[config.mk]
export PLATFORM = sky130hd
export DESIGN_NAME = task2_inv
export DESIGN_NICKNAME = d
export VERILOG_FILES = /design/src/rtl/task2_inv.sv
export SDC_FILE = /design/constraint.sdc
export NUM_CORES = 1
export LEC_CHECK = 0
export BUFFER_PORTS_ARGS = -buffer_cell sky130_fd_sc_hd__buf_4
export CAP_MARGIN = 20
export CELL_PAD_IN_SITES_DETAIL_PLACEMENT = 0
export CELL_PAD_IN_SITES_GLOBAL_PLACEMENT = 1
export CORE_UTILIZATION = 36
export DETAILED_ROUTE_END_ITERATION = 8
export GPL_TIMING_DRIVEN = 0
export PLACE_DENSITY = 0.64
export SKIP_CTS_REPAIR_TIMING = 1
export SYNTH_ARGS = -nofsm -noshare
export SYNTH_HDL_FRONTEND = slang
export SYNTH_SLANG_ARGS = --single-unit
[constraint.sdc]
create_clock -name i_w_clk -period 3.2 [get_ports i_w_clk]
set_clock_uncertainty 0.05 [all_clocks]
set_input_delay 0.32 -clock i_w_clk [delete_from_list [all_inputs] [get_ports i_w_clk]]
set_output_delay 0.32 -clock i_w_clk [all_outputs]
set_load 0.03 [all_outputs]
[src/rtl/task2_inv.sv]
// Inverse of the sum/product select unit: subtraction (sel=0) or
// restoring division (sel=1, one quotient bit per cycle), with
// valid/ready handshakes on the request and result sides.
module task2_inv #(
  parameter int p_width = 1
) (
  input  logic                 i_w_clk,
  input  logic                 i_w_rst_n,
  input  logic                 i_w_valid,
  output logic                 o_w_ready,
  input  logic [2*p_width:0]   i_w_in,
  input  logic [p_width:0]     i_w_b,
  input  logic                 i_w_sel,
  output logic                 o_w_valid,
  input  logic                 i_w_ready,
  output logic [2*p_width:0]   o_w_q,
  output logic [p_width:0]     o_w_r,
  output logic                 o_w_err
);

  localparam int n_bits = 2*p_width + 1;
  localparam int cnt_w  = $clog2(n_bits);

  localparam logic [1:0] st_idle = 2'd0;
  localparam logic [1:0] st_calc = 2'd1;
  localparam logic [1:0] st_done = 2'd2;

  localparam logic [cnt_w-1:0] cnt_last = cnt_w'(n_bits - 1);
  localparam logic [cnt_w-1:0] cnt_one  = cnt_w'(1);

  logic [1:0]         state_r;
  logic [cnt_w-1:0]   cnt_r;
  // Holds the unconsumed dividend bits; quotient bits shift in at the LSB.
  logic [n_bits-1:0]  div_r;
  logic [p_width:0]   rem_r;
  logic [p_width:0]   b_r;
  logic               sel_r;
  logic [n_bits-1:0]  q_r;
  logic [p_width:0]   r_r;
  logic               err_r;
  logic               ready_r;
  logic               valid_r;

  logic [p_width+1:0] trial_s;
  logic [p_width+1:0] diff_s;
  logic               ge_s;
  logic [p_width:0]   rem_next_s;
  logic [n_bits-1:0]  div_next_s;
  logic [n_bits:0]    sub_s;
  logic               b_zero_s;

  // One restoring-division step plus the single-cycle subtraction result.
  always_comb begin
    trial_s    = {rem_r, div_r[n_bits-1]};
    diff_s     = trial_s - {1'b0, b_r};
    ge_s       = (trial_s >= {1'b0, b_r});
    // When the trial is below b it is below 2^(p_width+1), so the top bit is zero.
    if (ge_s) begin
      rem_next_s = diff_s[p_width:0];
    end else begin
      rem_next_s = trial_s[p_width:0];
    end
    div_next_s = {div_r[n_bits-2:0], ge_s};
    // Extra top bit of the difference is the borrow.
    sub_s      = {1'b0, div_r} - {{(p_width+1){1'b0}}, b_r};
    b_zero_s   = (b_r == '0);
  end

  // Control FSM, operand capture, iteration and registered results.
  always_ff @(posedge i_w_clk or negedge i_w_rst_n) begin
    if (!i_w_rst_n) begin
      state_r <= st_idle;
      cnt_r   <= '0;
      div_r   <= '0;
      rem_r   <= '0;
      b_r     <= '0;
      sel_r   <= 1'b0;
      q_r     <= '0;
      r_r     <= '0;
      err_r   <= 1'b0;
      ready_r <= 1'b1;
      valid_r <= 1'b0;
    end else begin
      case (state_r)
        st_idle: begin
          if (i_w_valid) begin
            div_r   <= i_w_in;
            b_r     <= i_w_b;
            sel_r   <= i_w_sel;
            rem_r   <= '0;
            cnt_r   <= cnt_last;
            state_r <= st_calc;
            ready_r <= 1'b0;
          end
        end
        st_calc: begin
          if (!sel_r) begin
            q_r     <= sub_s[n_bits-1:0];
            r_r     <= '0;
            err_r   <= sub_s[n_bits];
            state_r <= st_done;
            valid_r <= 1'b1;
          end else if (b_zero_s) begin
            q_r     <= '1;
            r_r     <= div_r[p_width:0];
            err_r   <= 1'b1;
            state_r <= st_done;
            valid_r <= 1'b1;
          end else begin
            div_r <= div_next_s;
            rem_r <= rem_next_s;
            if (cnt_r == '0) begin
              q_r     <= div_next_s;
              r_r     <= rem_next_s;
              err_r   <= 1'b0;
              state_r <= st_done;
              valid_r <= 1'b1;
            end else begin
              cnt_r <= cnt_r - cnt_one;
            end
          end
        end
        st_done: begin
          if (i_w_ready) begin
            state_r <= st_idle;
            valid_r <= 1'b0;
            ready_r <= 1'b1;
          end
        end
        default: begin
          state_r <= st_idle;
          valid_r <= 1'b0;
          ready_r <= 1'b1;
        end
      endcase
    end
  end

  assign o_w_ready = ready_r;
  assign o_w_valid = valid_r;
  assign o_w_q     = q_r;
  assign o_w_r     = r_r;
  assign o_w_err   = err_r;

endmodule

* Yosys cells after proc, flatten, opt, wreduce, memory -nomap -nowiden
Index checks and enable logic that the tools add are counted.
** Storage, ports and cells
- Register bits after elaboration :: 20
- Bits of input ports :: 10
- Output and inout port bits :: 8
- Logic and storage cells :: 74
** Operators by class
- $add $sub $neg :: 3
- Magnitude comparators :: 1
- Equality and inequality tests :: 9
- Multiplexer cells :: 37
- Bitwise gates (word level) :: 2
- Reduce and logical (&&, ||, !) cells :: 11
** Operator list (number)
- 2-bit 2-to-1 mux :: 16
- 3-bit 2-to-1 mux :: 6
- 2-bit != test, second input constant :: 5
- 1-bit 2-to-1 mux :: 9
- 3-bit AND reduction :: 3
- 2-bit one-hot mux with 2 select lines :: 2
- 2-bit logical NOT :: 3
- 1-bit one-hot mux with 3 select lines :: 2
- 2-bit one-hot mux with 3 select lines :: 1
- 3-bit one-hot mux with 2 select lines :: 1
- 5-bit AND reduction :: 1
- 4-bit != test, second input constant :: 1
- 2-bit AND reduction :: 2
- 4-bit AND reduction :: 1
- 3-bit by 2-bit subtractor with 4-bit output :: 1
- 3-bit by 2-bit greater-or-equal comparator with 1-bit output :: 1
- 3-bit by 1-bit != test with 1-bit output, second input constant :: 1
- 2-bit by 1-bit == test with 1-bit output, second input constant :: 1
- 2-bit == test, second input constant :: 1
- 1-bit NOT :: 2
- 2-bit nonzero test :: 1
- 2-bit by 1-bit subtractor with 2-bit output, second input constant :: 1
- 2-bit subtractor :: 1

* Depth between registers and ports, before layout
Gate-level depths: netlist of the first run.
- Depth after elaboration :: 5
- Gate-level depth with buffers :: 6

* Worst setup path before layout of the first run
Ideal clock, no wire load.
- Kind :: flip-flop to flip-flop
- Start :: register b_r[1]
- End :: register r_r[1], in the netlist o_w_r[1]
- Setup time :: 124 ps
- Arrival time :: 1569 ps
- Data required time :: 3026 ps
- Slack :: 1457 ps
- Stages on the path, launching flop included :: 7
- Clock period less this slack :: 1743 ps
- Cell sequence :: dfrtp_1 > inv_1 > ha_1 > a2111oi_0 > a211oi_1 > mux2i_1 > o31ai_2
** On the way
- Longest elaborated chain between the ends :: 5
- Elaborated cells on any way between the ends :: 9
- Classes of those cells :: add/sub (1); order compare (1); eq/ne (1); mux (4); reduce/logical (2)
** RTL lines
- from (decl) :: RTL line 36 : logic [p_width:0] b_r;
- from (signal assigned) :: RTL line 88 : b_r <= i_w_b;
- 3-bit by 2-bit greater-or-equal comparator with 1-bit output / 2-bit subtractor (equally long branches) :: RTL line 56, 55
- 2-bit 2-to-1 mux :: RTL line 58 : if (ge_s) begin
- 2-bit 2-to-1 mux :: RTL line 112 : if (cnt_r == '0) begin
- 2-bit 2-to-1 mux :: RTL line 103 : end else if (b_zero_s) begin
- 2-bit 2-to-1 mux :: RTL line 97 : if (!sel_r) begin
- to (signal assigned) :: RTL line 105 : r_r <= div_r[p_width:0];
- to (signal assigned) :: RTL line 114 : r_r <= rem_next_s;
- to (decl) :: RTL line 39 : logic [p_width:0] r_r;
Several ways; a longest one is shown, not always the timed one. The select of a mux whose other input is x is not followed.
A chain may end at the register's enable or synchronous reset.

* Worst setup path after layout of the first run
Same ends and word-level chain as after synthesis.

==> flow_summary.html, run 1 <==
<table>
<tr><th>Metric</th><th>Value</th></tr>
<tr><th colspan="2">Logic synthesis</th></tr>
<tr><td>Adder-cell area share of the yosys netlist</td><td>under 10%</td></tr>
<tr><td>Post-Synth Simple-Gate Area</td><td>15.24%</td></tr>
<tr><td>Net count after synthesis</td><td>130</td></tr>
<tr><td>Post-Synthesis Cell Area</td><td>between 1000 and 1500 sq um</td></tr>
<tr><td>Post-synth top area share</td><td>between 40% and 50%</td></tr>
<tr><td>Synth Warn #</td><td>0</td></tr>
<tr><td>Dominant combinational cell family by area after synthesis</td><td>compound AO/OA/AOI/OAI gates</td></tr>
<tr><td>Fraction of synthesized cell area in xor and xnor cells</td><td>0.7964%</td></tr>
<tr><td>Number of enable flip-flop cells after synthesis</td><td>0</td></tr>
<tr><td>Count of state elements after synthesis</td><td>20</td></tr>
<tr><td>Post-synthesis sequential area ratio</td><td>a little under half</td></tr>
<tr><td>Mean post-synth cell area</td><td>between 9 and 10 sq um</td></tr>
<tr><td>Netlist cell types</td><td>38</td></tr>
<tr><td>Fraction of registers with async set/reset</td><td>100.0%</td></tr>
<tr><td>Area fraction in compound gates after synthesis</td><td>a little under a quarter</td></tr>
<tr><td>Mux share of post-synthesis cell area</td><td>between 2 and 3%</td></tr>
<tr><td>Cells taking the most area after synthesis</td><td>sky130_fd_sc_hd__dfrtp_1 (43%), sky130_fd_sc_hd__ha_1 (5.7%), sky130_fd_sc_hd__o21ai_0 (4.6%)</td></tr>
<tr><td>Number of cells produced by synthesis</td><td>around 110</td></tr>
<tr><td>Predominant post-synthesis flop cell</td><td>sky130_fd_sc_hd__dfrtp_1</td></tr>
<tr><td>Most area-hungry cell type in the Yosys netlist</td><td>sky130_fd_sc_hd__dfrtp_1</td></tr>
<tr><th colspan="2">Setup path</th></tr>
<tr><td>Setup crit end kind</td><td>register</td></tr>
<tr><td>Register-to-Register Setup Slack</td><td>roughly 1.2 ns</td></tr>
<tr><td>Worst reg-to-reg path cell count</td><td>6</td></tr>
<tr><td>Crit-path max FO</td><td>6</td></tr>
<tr><td>Slowest-stage cell, CP</td><td>sky130_fd_sc_hd__dfrtp_1</td></tr>
<tr><td>Worst path top cell family by delay</td><td>compound AO/OA/AOI/OAI gates</td></tr>
<tr><td>Data required time of the critical path</td><td>about 3.3 ns</td></tr>
<tr><td>Reg2reg end</td><td>o_w_r[1]</td></tr>
<tr><td>Startpoint type of the worst setup path</td><td>register</td></tr>
<tr><td>Class of the most critical setup path</td><td>reg -&gt; reg</td></tr>
<tr><td>Worst-path cell chain</td><td>inv_1 -&gt; ha_1 -&gt; a2111oi_0 -&gt; a211oi_1 -&gt; mux2i_1 -&gt; o31ai_2</td></tr>
<tr><td>Buffers and inverters on the worst path</td><td>1</td></tr>
<tr><td>RR Startpoint</td><td>b_r[1]</td></tr>
<tr><td>Worst path arrival time</td><td>2.15 ns</td></tr>
<tr><td>Longest individual stage delay on the worst path</td><td>about 0.51 ns</td></tr>
<tr><th colspan="2">Detailed routing</th></tr>
<tr><td>DRC violations left</td><td>2</td></tr>
<tr><td>Detailed-route wire length per cell</td><td>around 13 microns</td></tr>
<tr><td>Via count of the routed design</td><td>around 860</td></tr>
<tr><td>Drt first-iter violations</td><td>27</td></tr>
<tr><td>Total wire length</td><td>approximately 2200 microns</td></tr>
<tr><td>Number of optimization iterations in the first detailed-route pass</td><td>6</td></tr>
<tr><td>Number of nets with antenna violations after routing</td><td>0</td></tr>
<tr><td>Average via count per standard cell</td><td>slightly above 5</td></tr>
<tr><th colspan="2">Clock network</th></tr>
<tr><td>Largest buffer count on any clock path</td><td>2</td></tr>
<tr><td>TritonCTS buffer count</td><td>3</td></tr>
<tr><td>Clock slew at the register clock pins of the worst setup and hold paths</td><td>around 0.11 ns</td></tr>
<tr><td>Num Clock Sinks</td><td>20</td></tr>
<tr><td>Clock latency on the worst-skew pair</td><td>just under 0.3 ns</td></tr>
<tr><td>Clock tree from TritonCTS</td><td>built</td></tr>
<tr><td>Clock root cell</td><td>sky130_fd_sc_hd__clkbuf_4</td></tr>
<tr><td>Count of H-tree levels built during CTS</td><td>1</td></tr>
<tr><th colspan="2">Min path</th></tr>
<tr><td>Start point of the worst hold path</td><td>i_w_b[1]</td></tr>
<tr><td>WHS Endpoint</td><td>b_r[1]</td></tr>
<tr><td>Type of the tightest min-delay check</td><td>in -&gt; reg</td></tr>
<tr><td>Worst hold stages</td><td>3</td></tr>
<tr><th colspan="2">Placed design</th></tr>
<tr><td>Number of placed instances, taps included</td><td>between 150 and 200</td></tr>
<tr><td>Post-Place Cell Area</td><td>~1300 sq um</td></tr>
<tr><td>Placer congestion estimate</td><td>between 0.7 and 0.8</td></tr>
<tr><td>Half-perimeter wire length after placement</td><td>1731 microns</td></tr>
<tr><td>Quantity of I/O buffers inserted on ports</td><td>17</td></tr>
<tr><th colspan="2">Power and ir drop</th></tr>
<tr><td>Share of power burned in the clock network</td><td>roughly a tenth</td></tr>
<tr><td>Switching pwr</td><td>665.4 uW</td></tr>
<tr><td>Proportion of power drawn by combinational gates</td><td>56.4%</td></tr>
<tr><td>Power share of the sequential group</td><td>33.7%</td></tr>
<tr><td>Internal cell power</td><td>roughly 780 uW</td></tr>
<tr><td>Total leakage power</td><td>0.6076 nW</td></tr>
<tr><td>P per Cell Area</td><td>1101 nW/um^2</td></tr>
<tr><td>Max VDD drop</td><td>0.4616 mV</td></tr>
<tr><td>Sw frac</td><td>46.04%</td></tr>
<tr><td>Pwr Total</td><td>between 1 and 1.5 mW</td></tr>
<tr><th colspan="2">Timing</th></tr>
<tr><td>Upper clock frequency limit</td><td>497.4 MHz</td></tr>
<tr><td>Total Neg Setup Slack</td><td>0 ns</td></tr>
<tr><td>Setup repair after global routing missed its margin</td><td>false</td></tr>
<tr><td>Final period util</td><td>62.82%</td></tr>
<tr><td>Final count of negative-setup-slack endpoints</td><td>0</td></tr>
<tr><td>Number of pins with negative max-slew slack in the final report</td><td>0</td></tr>
<tr><td>Shortest period the worst path allows</td><td>just over 2 ns</td></tr>
<tr><td>Max-slew headroom</td><td>72.10%</td></tr>
<tr><td>Count of final hold-check violations</td><td>0</td></tr>
<tr><td>Measured slew at the worst slew-check pin</td><td>0.4080 ns</td></tr>
<tr><th colspan="2">Global route</th></tr>
<tr><td>All-Layer GR Usage</td><td>15.07%</td></tr>
<tr><td>Antenna violations before repair</td><td>0</td></tr>
<tr><td>Global-route wire length before repair</td><td>roughly 3700 microns</td></tr>
<tr><td>Remaining global-route overflow</td><td>0</td></tr>
<tr><td>Via count of the first global-routing pass</td><td>approximately 840</td></tr>
<tr><td>Pin count of the biggest net entering global routing</td><td>21</td></tr>
<tr><th colspan="2">Run status</th></tr>
<tr><td>Violations in the final reports</td><td>DRC</td></tr>
<tr><td>Status</td><td>finished with violations</td></tr>
<tr><th colspan="2">Layout</th></tr>
<tr><td>Summed area of non-filler cells in the final layout</td><td>between 1000 and 1500 sq um</td></tr>
<tr><td>Layout cells sized above 1</td><td>25.00%</td></tr>
<tr><td>Final Net Count</td><td>approximately 150</td></tr>
<tr><td>Non-Filler Instances</td><td>167</td></tr>
<tr><td>Antenna diode count</td><td>0</td></tr>
<tr><td>Signed area change from the synthesized netlist to the final layout</td><td>19.34%</td></tr>
<tr><th colspan="2">Die</th></tr>
<tr><td>Area enclosed by the die boundary</td><td>3280 sq um</td></tr>
<tr><td>Site Rows</td><td>19</td></tr>
<tr><td>Standard cell core area</td><td>between 2000 and 3000 sq um</td></tr>
<tr><td>Horiz. Die Dim</td><td>57.27 microns</td></tr>
<tr><td>Top-Level Pins</td><td>18</td></tr>
<tr><td>Initial Utilization</td><td>between 30% and 40%</td></tr>
<tr><td>Y dimension of the die</td><td>~57 microns</td></tr>
<tr><th colspan="2">Job</th></tr>
<tr><td>Count of max-cap constraint violations</td><td>0</td></tr>
</table>
## worst max-delay path by stage
stage	from	end	slack, ns	depth (start not counted)
after global placement	b_r[1]	o_w_r[1]	1.23	6
after CTS	b_r[1]	o_w_r[1]	1.17	6
final	b_r[1]	o_w_r[1]	1.19	6
after global routing	b_r[1]	o_w_r[1]	1.0	6
after detailed placement	b_r[1]	o_w_r[1]	1.22	6
after floorplan	b_r[1]	o_w_r[1]	1.46	6
## layout by cell type, fill, tap and decap left out, types with 2 or more instances in the layout
cell,instances
sky130_fd_sc_hd__mux2_2,2
sky130_fd_sc_hd__nand2b_1,3
sky130_fd_sc_hd__inv_1,11
sky130_fd_sc_hd__o31ai_1,2
sky130_fd_sc_hd__a211oi_1,2
sky130_fd_sc_hd__nor2_1,9
sky130_fd_sc_hd__o21ai_0,10
sky130_fd_sc_hd__buf_4,18
sky130_fd_sc_hd__nor2b_1,2
sky130_fd_sc_hd__clkbuf_4,3
sky130_fd_sc_hd__nand2_1,13
sky130_fd_sc_hd__ha_1,5
sky130_fd_sc_hd__a21oi_1,9
sky130_fd_sc_hd__or2_1,2
sky130_fd_sc_hd__dfrtp_1,19
## logic make-up (layout without fill, tap and decap cells)
| kind of cell | count (synthesis) | in the layout |
|---|---|---|
| AOI/OAI and AO/OA | 36 | 36 |
| xor gates and xnor gates | 1 | 1 |
| adders and majority gates | 6 | 6 |
| buffers and inverters | 14 | 36 |
| DFF | 20 | 20 |
| muxes | 3 | 3 |
| and+or+nand+nor | 34 | 34 |
## sequential cells by signal (all words and copies together), names as in the netlist
name,flops
b_r,2
o_w_q,3
cnt_r,2
rem_r,2
sel_r,1
o_w_valid,1
state_r,2
div_r,3
o_w_r,2
o_w_err,1
o_w_ready,1
## per-stage QoR
stage | utilization (%) | hold WS [ns] | worst slack, ns
CTS | 46.04 | -0.1744 | 1.165
floorplan | - | -0.02559 | 1.457
detailed placement | 44.76 | 0.1673 | 1.217
global placement | 44.76 | 0.1665 | 1.230
global route | 46.40 | 0.1678 | 0.9997
finish | 46.40 | 0.1778 | 1.190
## cells in the mapped netlist, drive strengths merged, types with 2 or more instances
cell type / instances
a211oi: 2
a21oi: 10
buf: 2
dfrtp: 19
ha: 5
inv: 11
mux2: 2
nand2: 13
nand2b: 3
nor2: 9
nor2b: 2
nor3: 2
o21ai: 12
o31ai: 3
or2: 2
## power groups by stage
stage | clock network [mW] | logic (mW) | registers, mW
global route | 0.161 | 0.917 | 0.505
detailed placement | 0 | 0.824 | 0.496
floorplan | 0 | 0.528 | 0.549
finish | 0.143 | 0.815 | 0.487
CTS | 0.152 | 0.825 | 0.489
global placement | 0 | 0.810 | 0.490
## layer usage
metal	share of wire, %	GRT usage [%]	wire, microns	vias up
li1	-	-	-	439
met1	51	19.63	1131	405
met5	0	0	0	-
met4	0.73	4.181	16	0
met3	3.2	4.082	71	2
met2	45	24.71	983	15
## area by class of cell
type / count / area, sq um
Buffer: 3 / 17.52
Clock buffer: 4 / 36.28
Fill cell: 286 / 1516
Inverter: 11 / 41.29
Multi-Input combinational cell: 80 / 539.3
Sequential cell: 20 / 501.7
Tap cell: 31 / 38.79
Timing Repair Buffer: 18 / 137.6
## worst reg2reg max path, delay by kind of cell, from the launching register on
family                   cells  cell delay, ns
buffers and inverters        1            0.14
AO/OA/AOI/OAI                3            0.65
flip-flops                   1            0.51
adder cells (fa/ha/maj)      1            0.35
multiplexers                 1            0.20
(Power assumes the default switching activity.)
==> run 2, diff against run 1 <==
--- a/config.mk
+++ b/config.mk
@@ -5,6 +5,7 @@
 export SDC_FILE = /design/constraint.sdc
 export NUM_CORES = 1
 export LEC_CHECK = 0
+export ABC_AREA = 1
 export BUFFER_PORTS_ARGS = -buffer_cell sky130_fd_sc_hd__buf_4
 export CAP_MARGIN = 20
 export CELL_PAD_IN_SITES_DETAIL_PLACEMENT = 0
@@ -12,7 +13,7 @@
 export CORE_UTILIZATION = 36
 export DETAILED_ROUTE_END_ITERATION = 8
 export GPL_TIMING_DRIVEN = 0
-export PLACE_DENSITY = 0.64
+export PLACE_DENSITY = 0.65
 export SKIP_CTS_REPAIR_TIMING = 1
 export SYNTH_ARGS = -nofsm -noshare
 export SYNTH_HDL_FRONTEND = slang
==> constraint.sdc (replaced) <==
create_clock -name i_w_clk -period 1.95 [get_ports i_w_clk]
set_clock_uncertainty 0.05 [all_clocks]
set_input_delay 0.195 -clock i_w_clk [delete_from_list [all_inputs] [get_ports i_w_clk]]
set_output_delay 0.195 -clock i_w_clk [all_outputs]
set_load 0.03 [all_outputs]
==> flow_summary.html, run 2 <==
<table>
<tr><th>Metric</th><th>Value</th></tr>
<tr><th colspan="2">Clock network</th></tr>
<tr><td>TritonCTS buffer count</td><td>3 (unchanged)</td></tr>
<tr><td>Clock tree from TritonCTS</td><td>built</td></tr>
<tr><td>Clock latency on the worst-skew pair</td><td>0.31 ns (+0.02 ns)</td></tr>
<tr><td>Largest buffer count on any clock path</td><td>2 (unchanged)</td></tr>
<tr><td>Clock root cell</td><td>sky130_fd_sc_hd__clkbuf_4</td></tr>
<tr><td>Num Clock Sinks</td><td>20 (unchanged)</td></tr>
<tr><td>Clock slew at the register clock pins of the worst setup and hold paths</td><td>0.12 ns (about the same)</td></tr>
<tr><td>Count of H-tree levels built during CTS</td><td>1 (unchanged)</td></tr>
<tr><th colspan="2">Die</th></tr>
<tr><td>Horiz. Die Dim</td><td>58.27 microns (+1.7%)</td></tr>
<tr><td>Standard cell core area</td><td>3028 sq um (+7.0%)</td></tr>
<tr><td>Initial Utilization</td><td>37.64% (-1.2 points)</td></tr>
<tr><td>Top-Level Pins</td><td>18 (unchanged)</td></tr>
<tr><td>Y dimension of the die</td><td>58.27 microns (+1.7%)</td></tr>
<tr><td>Area enclosed by the die boundary</td><td>3395 sq um (+3.5%)</td></tr>
<tr><td>Site Rows</td><td>20 (+1)</td></tr>
<tr><th colspan="2">Placed design</th></tr>
<tr><td>Quantity of I/O buffers inserted on ports</td><td>17 (unchanged)</td></tr>
<tr><td>Setup WS pre-CTS</td><td>0.3424 ns (-0.8748 ns)</td></tr>
<tr><td>Half-perimeter wire length after placement</td><td>1757 microns (+1.5%)</td></tr>
<tr><td>Placer congestion estimate</td><td>0.7227 (-6.1%)</td></tr>
<tr><td>Post-Place Cell Area</td><td>1323 sq um (+4.4%)</td></tr>
<tr><th colspan="2">Logic synthesis</th></tr>
<tr><td>Dominant combinational cell family by area after synthesis</td><td>simple AND/OR/NAND/NOR gates</td></tr>
<tr><td>Mean post-synth cell area</td><td>8.443 sq um (-12%)</td></tr>
<tr><td>Fraction of registers with async set/reset</td><td>100.0% (unchanged)</td></tr>
<tr><td>Area fraction in compound gates after synthesis</td><td>10.43% (-12 points)</td></tr>
<tr><td>Most numerous cell in the Yosys netlist</td><td>sky130_fd_sc_hd__nand2_1</td></tr>
<tr><td>Post-synthesis sequential area ratio</td><td>44.02% (-1.6 points)</td></tr>
<tr><td>Cells taking the most area after synthesis</td><td>sky130_fd_sc_hd__dfrtp_1 (42%), sky130_fd_sc_hd__nand2_1 (12%), sky130_fd_sc_hd__o21ai_0 (6.6%)</td></tr>
<tr><td>Netlist cell types</td><td>26 (-32%)</td></tr>
<tr><td>Number of enable flip-flop cells after synthesis</td><td>0 (unchanged)</td></tr>
<tr><td>Mux share of post-synthesis cell area</td><td>0% (-3.0 points)</td></tr>
<tr><td>Post-Synthesis Cell Area</td><td>1140 sq um (+3.6%)</td></tr>
<tr><td>Post-synth top area share</td><td>41.71% (-1.5 points)</td></tr>
<tr><td>Predominant post-synthesis flop cell</td><td>sky130_fd_sc_hd__dfrtp_1</td></tr>
<tr><td>Most area-hungry cell type in the Yosys netlist</td><td>sky130_fd_sc_hd__dfrtp_1</td></tr>
<tr><td>Net count after synthesis</td><td>151 (+16%)</td></tr>
<tr><td>Top cell types by occurrence after synthesis</td><td>sky130_fd_sc_hd__nand2_1 (37), sky130_fd_sc_hd__dfrtp_1 (19), sky130_fd_sc_hd__inv_1 (16), sky130_fd_sc_hd__o21ai_0 (15), sky130_fd_sc_hd__nor2_1 (10)</td></tr>
<tr><td>Synth Warn #</td><td>0 (unchanged)</td></tr>
<tr><td>Number of cells produced by synthesis</td><td>135 (+18%)</td></tr>
<tr><td>Post-Synth Simple-Gate Area</td><td>30.30% (+15 points)</td></tr>
<tr><td>Count of state elements after synthesis</td><td>20 (unchanged)</td></tr>
<tr><td>Adder-cell area share of the yosys netlist</td><td>7.245% (-0.26 points)</td></tr>
<tr><td>Fraction of synthesized cell area in xor and xnor cells</td><td>0.7684% (-0.028 points)</td></tr>
<tr><th colspan="2">Timing</th></tr>
<tr><td>Number of pins with negative max-slew slack in the final report</td><td>0 (unchanged)</td></tr>
<tr><td>Measured slew at the worst slew-check pin</td><td>0.2715 ns (-0.1365 ns)</td></tr>
<tr><td>Count of final hold-check violations</td><td>0 (unchanged)</td></tr>
<tr><td>Final count of negative-setup-slack endpoints</td><td>0 (unchanged)</td></tr>
<tr><td>Upper clock frequency limit</td><td>615.0 MHz (+24%)</td></tr>
<tr><td>Setup repair after global routing missed its margin</td><td>false</td></tr>
<tr><td>Final period util</td><td>83.39% (+21 points)</td></tr>
<tr><td>Shortest period the worst path allows</td><td>1.626 ns (-0.3842 ns)</td></tr>
<tr><td>Max-slew headroom</td><td>81.71% (+9.6 points)</td></tr>
<tr><td>Total Neg Setup Slack</td><td>0 ns (unchanged)</td></tr>
<tr><td>Worst-case setup margin in the final layout</td><td>0.3239 ns (-0.8658 ns)</td></tr>
<tr><th colspan="2">Min path</th></tr>
<tr><td>Worst hold stages</td><td>2 (-1)</td></tr>
<tr><td>WHS Endpoint</td><td>state_r[1]</td></tr>
<tr><td>Type of the tightest min-delay check</td><td>in -&gt; reg</td></tr>
<tr><td>Start point of the worst hold path</td><td>i_w_ready</td></tr>
<tr><th colspan="2">Power and ir drop</th></tr>
<tr><td>Total leakage power</td><td>0.7111 nW (+17%)</td></tr>
<tr><td>Pwr Total</td><td>2.476 mW (+71%)</td></tr>
<tr><td>Switching pwr</td><td>1.210 mW (+82%)</td></tr>
<tr><td>P per Cell Area</td><td>1809 nW/um^2 (+64%)</td></tr>
<tr><td>Share of power burned in the clock network</td><td>10.1% (+0.2 points)</td></tr>
<tr><td>Power share of the sequential group</td><td>31.0% (-2.7 points)</td></tr>
<tr><td>Max VDD drop</td><td>0.5053 mV (+9.5%)</td></tr>
<tr><td>Internal cell power</td><td>1.267 mW (+62%)</td></tr>
<tr><td>Proportion of power drawn by combinational gates</td><td>58.9% (+2.5 points)</td></tr>
<tr><td>Sw frac</td><td>48.85% (+2.8 points)</td></tr>
<tr><th colspan="2">Global route</th></tr>
<tr><td>Global-route wire length before repair</td><td>3870 microns (+4.1%)</td></tr>
<tr><td>Via count of the first global-routing pass</td><td>868 (+3.5%)</td></tr>
<tr><td>Antenna violations before repair</td><td>0 (unchanged)</td></tr>
<tr><td>Pin count of the biggest net entering global routing</td><td>21 (unchanged)</td></tr>
<tr><td>Remaining global-route overflow</td><td>0 (unchanged)</td></tr>
<tr><td>All-Layer GR Usage</td><td>15.27% (+0.20 points)</td></tr>
<tr><th colspan="2">Layout</th></tr>
<tr><td>Leading cell types in the layout, fill and taps excluded</td><td>sky130_fd_sc_hd__nand2_1 (37), sky130_fd_sc_hd__dfrtp_1 (19), sky130_fd_sc_hd__buf_4 (17)</td></tr>
<tr><td>Summed area of non-filler cells in the final layout</td><td>1369 sq um (+4.3%)</td></tr>
<tr><td>Leading cell type in the layout, fill and taps excluded</td><td>sky130_fd_sc_hd__nand2_1</td></tr>
<tr><td>Signed area change from the synthesized netlist to the final layout</td><td>20.09%</td></tr>
<tr><td>Antenna diode count</td><td>0 (unchanged)</td></tr>
<tr><td>Layout cells sized above 1</td><td>24.20% (-0.80 points)</td></tr>
<tr><td>Final Net Count</td><td>174 (+14%)</td></tr>
<tr><th colspan="2">Setup path</th></tr>
<tr><td>Data required time of the critical path</td><td>2.11 ns (-1.22 ns)</td></tr>
<tr><td>Worst path arrival time</td><td>1.78 ns (-0.37 ns)</td></tr>
<tr><td>RR Startpoint</td><td>div_r[0]</td></tr>
<tr><td>Worst reg-to-reg path cell count</td><td>7 (+1)</td></tr>
<tr><td>Setup crit end kind</td><td>register</td></tr>
<tr><td>Crit-path max FO</td><td>4 (-2)</td></tr>
<tr><td>Startpoint type of the worst setup path</td><td>register</td></tr>
<tr><td>Class of the most critical setup path</td><td>reg -&gt; reg</td></tr>
<tr><td>Reg2reg end</td><td>o_w_q[2]</td></tr>
<tr><td>Register-to-Register Setup Slack</td><td>0.32 ns (-0.87 ns)</td></tr>
<tr><th colspan="2">Detailed routing</th></tr>
<tr><td>Number of optimization iterations in the first detailed-route pass</td><td>4 (-2)</td></tr>
<tr><td>Average via count per standard cell</td><td>4.522 (-12%)</td></tr>
<tr><td>Drt first-iter violations</td><td>28 (+3.7%)</td></tr>
<tr><td>Number of nets with antenna violations after routing</td><td>0 (unchanged)</td></tr>
<tr><td>Detailed-route wire length per cell</td><td>11.09 microns (-16%)</td></tr>
<tr><td>Total wire length</td><td>2230 microns (+1.3%)</td></tr>
<tr><td>DRC violations left</td><td>0 (-2)</td></tr>
<tr><td>Via count of the routed design</td><td>909 (+5.6%)</td></tr>
<tr><th colspan="2">Job</th></tr>
<tr><td>Count of max-cap constraint violations</td><td>0 (unchanged)</td></tr>
<tr><th colspan="2">Run status</th></tr>
<tr><td>Status</td><td>completed</td></tr>
</table>
==> run 2: final cells by class <==
class | count | area (sq um)
Inverter | 19 | 71.32
Timing Repair Buffer | 18 | 137.6
Buffer | 1 | 11.26
Sequential cell | 20 | 501.7
Fill cell | 304 | 1659
Clock buffer | 4 | 36.28
Multi-Input combinational cell | 95 | 555.5
Tap cell | 44 | 55.05
==> run 2: cell families after synthesis <==
family          count (synthesis)
compound gates                 21
xor+xnor                        1
fa+ha+maj                       6
buf+inv                        20
flops                          20
simple gates                   67
==> run 2: routing by layer <==
layer	global-route usage [%]	up-vias	wire length, microns
met5	0	-	0
met1	21.26	416	1131
met4	6.122	0	33
met3	2.009	5	54
li1	-	475	-
met2	23.97	13	1011
==> run 2: power by group through the flow <==
stage	Clock, mW	Combinational (mW)	Sequential (mW)
after floorplan	0	0.953	0.913
after global placement	0	1.45	0.776
after detailed placement	0	1.46	0.780
after CTS	0.262	1.48	0.769
after global routing	0.271	1.68	0.794
final	0.250	1.46	0.767
==> run 2: how the worst max path moves through the flow <==
stage / startpoint / endpoint / slack (ns) / depth (start not counted)
after floorplan: b_r[0] / o_w_q[2] / 0.47 / 6
after global placement: div_r[0] / o_w_q[2] / 0.36 / 7
after detailed placement: div_r[0] / o_w_q[2] / 0.34 / 7
after CTS: div_r[0] / o_w_q[2] / 0.32 / 7
after global routing: b_r[1] / o_w_r[0] / 0.20 / 7
final: div_r[0] / o_w_q[2] / 0.32 / 7
==> run 2: critical path, stage by stage (launching register included) <==
cell and delay (ns):
sky130_fd_sc_hd__dfrtp_1 0.39, sky130_fd_sc_hd__inv_1 0.10, sky130_fd_sc_hd__ha_1 0.23, sky130_fd_sc_hd__fa_1 0.38
sky130_fd_sc_hd__xnor2_1 0.17, sky130_fd_sc_hd__nand2_1 0.06, sky130_fd_sc_hd__o21ai_0 0.06, sky130_fd_sc_hd__o21ai_0 0.08
==> run 2: through the flow <==
step / utilization [%] / instances / hold WS [ns]
after global placement: 43.68 / 196 / 0.04371
after global routing: 45.21 / 201 / 0.006379
after CTS: 44.88 / 200 / -0.3048
after floorplan: - / 135 / -0.1506
after detailed placement: 43.68 / 196 / 0.04353
final: 45.21 / 201 / 0.01093
==> run 3, diff against run 2 <==
==> constraint.sdc (replaced) <==
create_clock -name i_w_clk -period 1.5 [get_ports i_w_clk]
set_clock_uncertainty 0.05 [all_clocks]
set_input_delay 0.15 -clock i_w_clk [delete_from_list [all_inputs] [get_ports i_w_clk]]
set_output_delay 0.15 -clock i_w_clk [all_outputs]
set_load 0.03 [all_outputs]
==> flow_summary.html, run 3 (synthesis results as in run 2) <==
<table>
<tr><th>Metric</th><th>Value</th></tr>
<tr><th colspan="2">Run status</th></tr>
<tr><td>Status</td><td>finished with violations</td></tr>
<tr><td>Violations in the final reports</td><td>hold timing, setup timing</td></tr>
<tr><th colspan="2">Die</th></tr>
<tr><td>Top-Level Pins</td><td>18 (unchanged)</td></tr>
<tr><td>Horiz. Die Dim</td><td>58.27 microns (unchanged)</td></tr>
<tr><td>Area enclosed by the die boundary</td><td>3395 sq um (unchanged)</td></tr>
<tr><td>Standard cell core area</td><td>3028 sq um (unchanged)</td></tr>
<tr><td>Y dimension of the die</td><td>58.27 microns (unchanged)</td></tr>
<tr><td>Initial Utilization</td><td>37.64% (unchanged)</td></tr>
<tr><td>Site Rows</td><td>20 (unchanged)</td></tr>
<tr><th colspan="2">Setup path</th></tr>
<tr><td>Worst reg-to-reg path cell count</td><td>6 (-1)</td></tr>
<tr><td>Crit-path max FO</td><td>4 (unchanged)</td></tr>
<tr><td>Destination of the critical timing path</td><td>o_w_q[2]</td></tr>
<tr><td>RR Startpoint</td><td>b_r[0]</td></tr>
<tr><td>Worst path top cell family by delay</td><td>adder cells</td></tr>
<tr><td>Data required time of the critical path</td><td>1.66 ns (-0.45 ns)</td></tr>
<tr><td>Worst path most repeated cell</td><td>sky130_fd_sc_hd__o21ai_1</td></tr>
<tr><td>Total stage count of the critical path</td><td>6 (-1)</td></tr>
<tr><td>Worst-path cell chain</td><td>ha_4 -&gt; fa_2 -&gt; xnor2_2 -&gt; nand2_1 -&gt; o21ai_1 -&gt; o21ai_1</td></tr>
<tr><td>Setup crit end kind</td><td>register</td></tr>
<tr><td>Startpoint type of the worst setup path</td><td>register</td></tr>
<tr><td>Buffers and inverters on the worst path</td><td>0 (-1)</td></tr>
<tr><td>Reg2reg end</td><td>o_w_q[2]</td></tr>
<tr><td>Launching element of the worst setup path</td><td>b_r[0]</td></tr>
<tr><td>Class of the most critical setup path</td><td>reg -&gt; reg</td></tr>
<tr><td>Slowest-stage cell, CP</td><td>sky130_fd_sc_hd__dfrtp_2</td></tr>
<tr><td>Longest individual stage delay on the worst path</td><td>0.46 ns (+0.07 ns)</td></tr>
<tr><td>Worst path arrival time</td><td>1.66 ns (-0.12 ns)</td></tr>
<tr><td>Register-to-Register Setup Slack</td><td>-0.002 ns (-0.33 ns)</td></tr>
<tr><th colspan="2">Timing</th></tr>
<tr><td>Measured slew at the worst slew-check pin</td><td>0.2701 ns (-0.001338 ns)</td></tr>
<tr><td>Final hold slack</td><td>-0.01725 ns (-0.02818 ns)</td></tr>
<tr><td>Final period util</td><td>100.2% (+17 points)</td></tr>
<tr><td>Max-slew headroom</td><td>81.80% (+0.090 points)</td></tr>
<tr><td>Upper clock frequency limit</td><td>665.6 MHz (+8.2%)</td></tr>
<tr><td>Count of final hold-check violations</td><td>3 (+3)</td></tr>
<tr><td>Worst-case setup margin in the final layout</td><td>-0.002330 ns (-0.3262 ns)</td></tr>
<tr><td>Final count of negative-setup-slack endpoints</td><td>1 (+1)</td></tr>
<tr><td>Number of pins with negative max-slew slack in the final report</td><td>0 (unchanged)</td></tr>
<tr><td>Shortest period the worst path allows</td><td>1.502 ns (-0.1238 ns)</td></tr>
<tr><td>Setup repair after global routing missed its margin</td><td>true</td></tr>
<tr><th colspan="2">Global route</th></tr>
<tr><td>Remaining global-route overflow</td><td>0 (unchanged)</td></tr>
<tr><td>Pin count of the biggest net entering global routing</td><td>21 (unchanged)</td></tr>
<tr><td>All-Layer GR Usage</td><td>15.27% (unchanged)</td></tr>
<tr><td>Via count of the first global-routing pass</td><td>868 (unchanged)</td></tr>
<tr><td>Antenna violations before repair</td><td>0 (unchanged)</td></tr>
<tr><td>Global-route wire length before repair</td><td>3870 microns (unchanged)</td></tr>
<tr><th colspan="2">Placed design</th></tr>
<tr><td>Setup WS pre-CTS</td><td>-0.1076 ns (-0.4500 ns)</td></tr>
<tr><td>Placer congestion estimate</td><td>0.7227 (unchanged)</td></tr>
<tr><td>Quantity of I/O buffers inserted on ports</td><td>17 (unchanged)</td></tr>
<tr><td>Half-perimeter wire length after placement</td><td>1757 microns (unchanged)</td></tr>
<tr><th colspan="2">Power and ir drop</th></tr>
<tr><td>Pwr Total</td><td>3.481 mW (+41%)</td></tr>
<tr><td>Total leakage power</td><td>0.7388 nW (+3.9%)</td></tr>
<tr><td>P per Cell Area</td><td>2386 nW/um^2 (+32%)</td></tr>
<tr><td>Max VDD drop</td><td>0.7390 mV (+46%)</td></tr>
<tr><th colspan="2">Layout</th></tr>
<tr><td>Final Net Count</td><td>179 (+2.9%)</td></tr>
<tr><td>Fill cell instance count of the final layout</td><td>293 (-3.6%)</td></tr>
<tr><td>Leading cell type in the layout, fill and taps excluded</td><td>sky130_fd_sc_hd__nand2_1</td></tr>
<tr><td>Signed area change from the synthesized netlist to the final layout</td><td>27.99%</td></tr>
<tr><td>Total area of multi-input combinational cells</td><td>603.1 sq um (+8.6%)</td></tr>
<tr><td>Leading cell types in the layout, fill and taps excluded</td><td>sky130_fd_sc_hd__nand2_1 (35), sky130_fd_sc_hd__buf_4 (21), sky130_fd_sc_hd__dfrtp_1 (17)</td></tr>
<tr><td>Layout cells sized above 1</td><td>32.72% (+8.5 points)</td></tr>
<tr><td>Antenna diode count</td><td>0 (unchanged)</td></tr>
<tr><td>Register cell area after layout</td><td>504.2 sq um (+0.50%)</td></tr>
<tr><th colspan="2">Detailed routing</th></tr>
<tr><td>Average via count per standard cell</td><td>4.626 (+2.3%)</td></tr>
<tr><td>Number of optimization iterations in the first detailed-route pass</td><td>4 (unchanged)</td></tr>
<tr><td>Via count of the routed design</td><td>953 (+4.8%)</td></tr>
<tr><td>Drt first-iter violations</td><td>30 (+7.1%)</td></tr>
<tr><td>Detailed-route wire length per cell</td><td>11.25 microns (+1.4%)</td></tr>
<tr><td>DRC violations left</td><td>0 (unchanged)</td></tr>
<tr><td>Total wire length</td><td>2318 microns (+3.9%)</td></tr>
<tr><td>Number of nets with antenna violations after routing</td><td>0 (unchanged)</td></tr>
<tr><th colspan="2">Clock network</th></tr>
<tr><td>Clock slew at the register clock pins of the worst setup and hold paths</td><td>0.11 ns (about the same)</td></tr>
<tr><td>Count of H-tree levels built during CTS</td><td>1 (unchanged)</td></tr>
<tr><td>Clock latency on the worst-skew pair</td><td>0.31 ns (about the same)</td></tr>
<tr><td>Clock tree from TritonCTS</td><td>built</td></tr>
<tr><td>Num Clock Sinks</td><td>20 (unchanged)</td></tr>
<tr><td>TritonCTS buffer count</td><td>3 (unchanged)</td></tr>
<tr><td>Clock root cell</td><td>sky130_fd_sc_hd__clkbuf_4</td></tr>
<tr><td>Largest buffer count on any clock path</td><td>2 (unchanged)</td></tr>
<tr><th colspan="2">Job</th></tr>
<tr><td>Count of max-cap constraint violations</td><td>0 (unchanged)</td></tr>
<tr><th colspan="2">Min path</th></tr>
<tr><td>Type of the tightest min-delay check</td><td>in -&gt; reg</td></tr>
</table>
run 3: cell count changes in the layout (fill, tap and decap cells not counted), sizes merged:
| cell | previous run | this run |
|---|---|---|
| dlygate4sd3 | 1 | 2 |
| buf | 18 | 22 |
run 3: how the worst min path moves through the flow:
stage                          from       end  slack (ns)  cells past startpoint
after CTS                 i_w_rst_n  o_w_r[0]       -0.35                      1
after floorplan           i_w_rst_n    b_r[0]       -0.20                      0
after global routing       i_w_b[1]    b_r[1]       0.002                      3
after detailed placement  i_w_rst_n  o_w_q[2]      -0.001                      1
final                      i_w_b[0]    b_r[0]       -0.02                      3
after global placement    i_w_rst_n  o_w_q[2]      -0.001                      1
run 3: power breakdown:
part / total (mW) / leakage (nW) / internal (mW) / switching (mW)
Sequential: 0.989 / 0.245 / 0.805 / 0.184
Combinational: 2.17 / 0.473 / 0.861 / 1.31
Clock: 0.324 / 0.0210 / 0.148 / 0.176
Total: 3.48 / 0.739 / 1.81 / 1.67
run 3: routing by layer:
| layer | global-route usage [%] | part of all wire, % | vias to the layer above |
|---|---|---|---|
| met5 | 0 | 0 | - |
| met4 | 6.122 | 1.6 | 0 |
| met2 | 23.97 | 47 | 19 |
| li1 | - | - | 486 |
| met3 | 2.009 | 2.6 | 5 |
| met1 | 21.26 | 49 | 443 |
run 3: through the flow:
stage / TNS [ns] / utilization [%] / instances / area (sq um) / hold WS [ns]
finish: -0.002330 / 48.18 / 206 / 1459 / -0.01725
global route: -0.1906 / 48.18 / 206 / 1459 / 0.002165
CTS: -0.3902 / 44.88 / 200 / 1359 / -0.3498
detailed placement: -0.2779 / 43.68 / 196 / 1323 / -0.001466
global placement: -0.2266 / 43.68 / 196 / 1323 / -0.001290
floorplan: 0 / - / 135 / 1140 / -0.1956
run 3: worst register-to-register path: stages, from the launching register on:
cell                      delay (ns)
sky130_fd_sc_hd__dfrtp_2        0.46
sky130_fd_sc_hd__ha_4           0.18
sky130_fd_sc_hd__fa_2           0.37
sky130_fd_sc_hd__xnor2_2        0.16
sky130_fd_sc_hd__nand2_1        0.06
sky130_fd_sc_hd__o21ai_1        0.07
sky130_fd_sc_hd__o21ai_1        0.06
run 3: final cells by class:
class / count / share of cell area (%)
Buffer: 1 / 0.7719
Clock buffer: 4 / 2.487
Inverter: 19 / 4.889
Multi-Input combinational cell: 95 / 41.34
Sequential cell: 20 / 34.56
Tap cell: 44 / 3.774
Timing Repair Buffer: 23 / 12.18
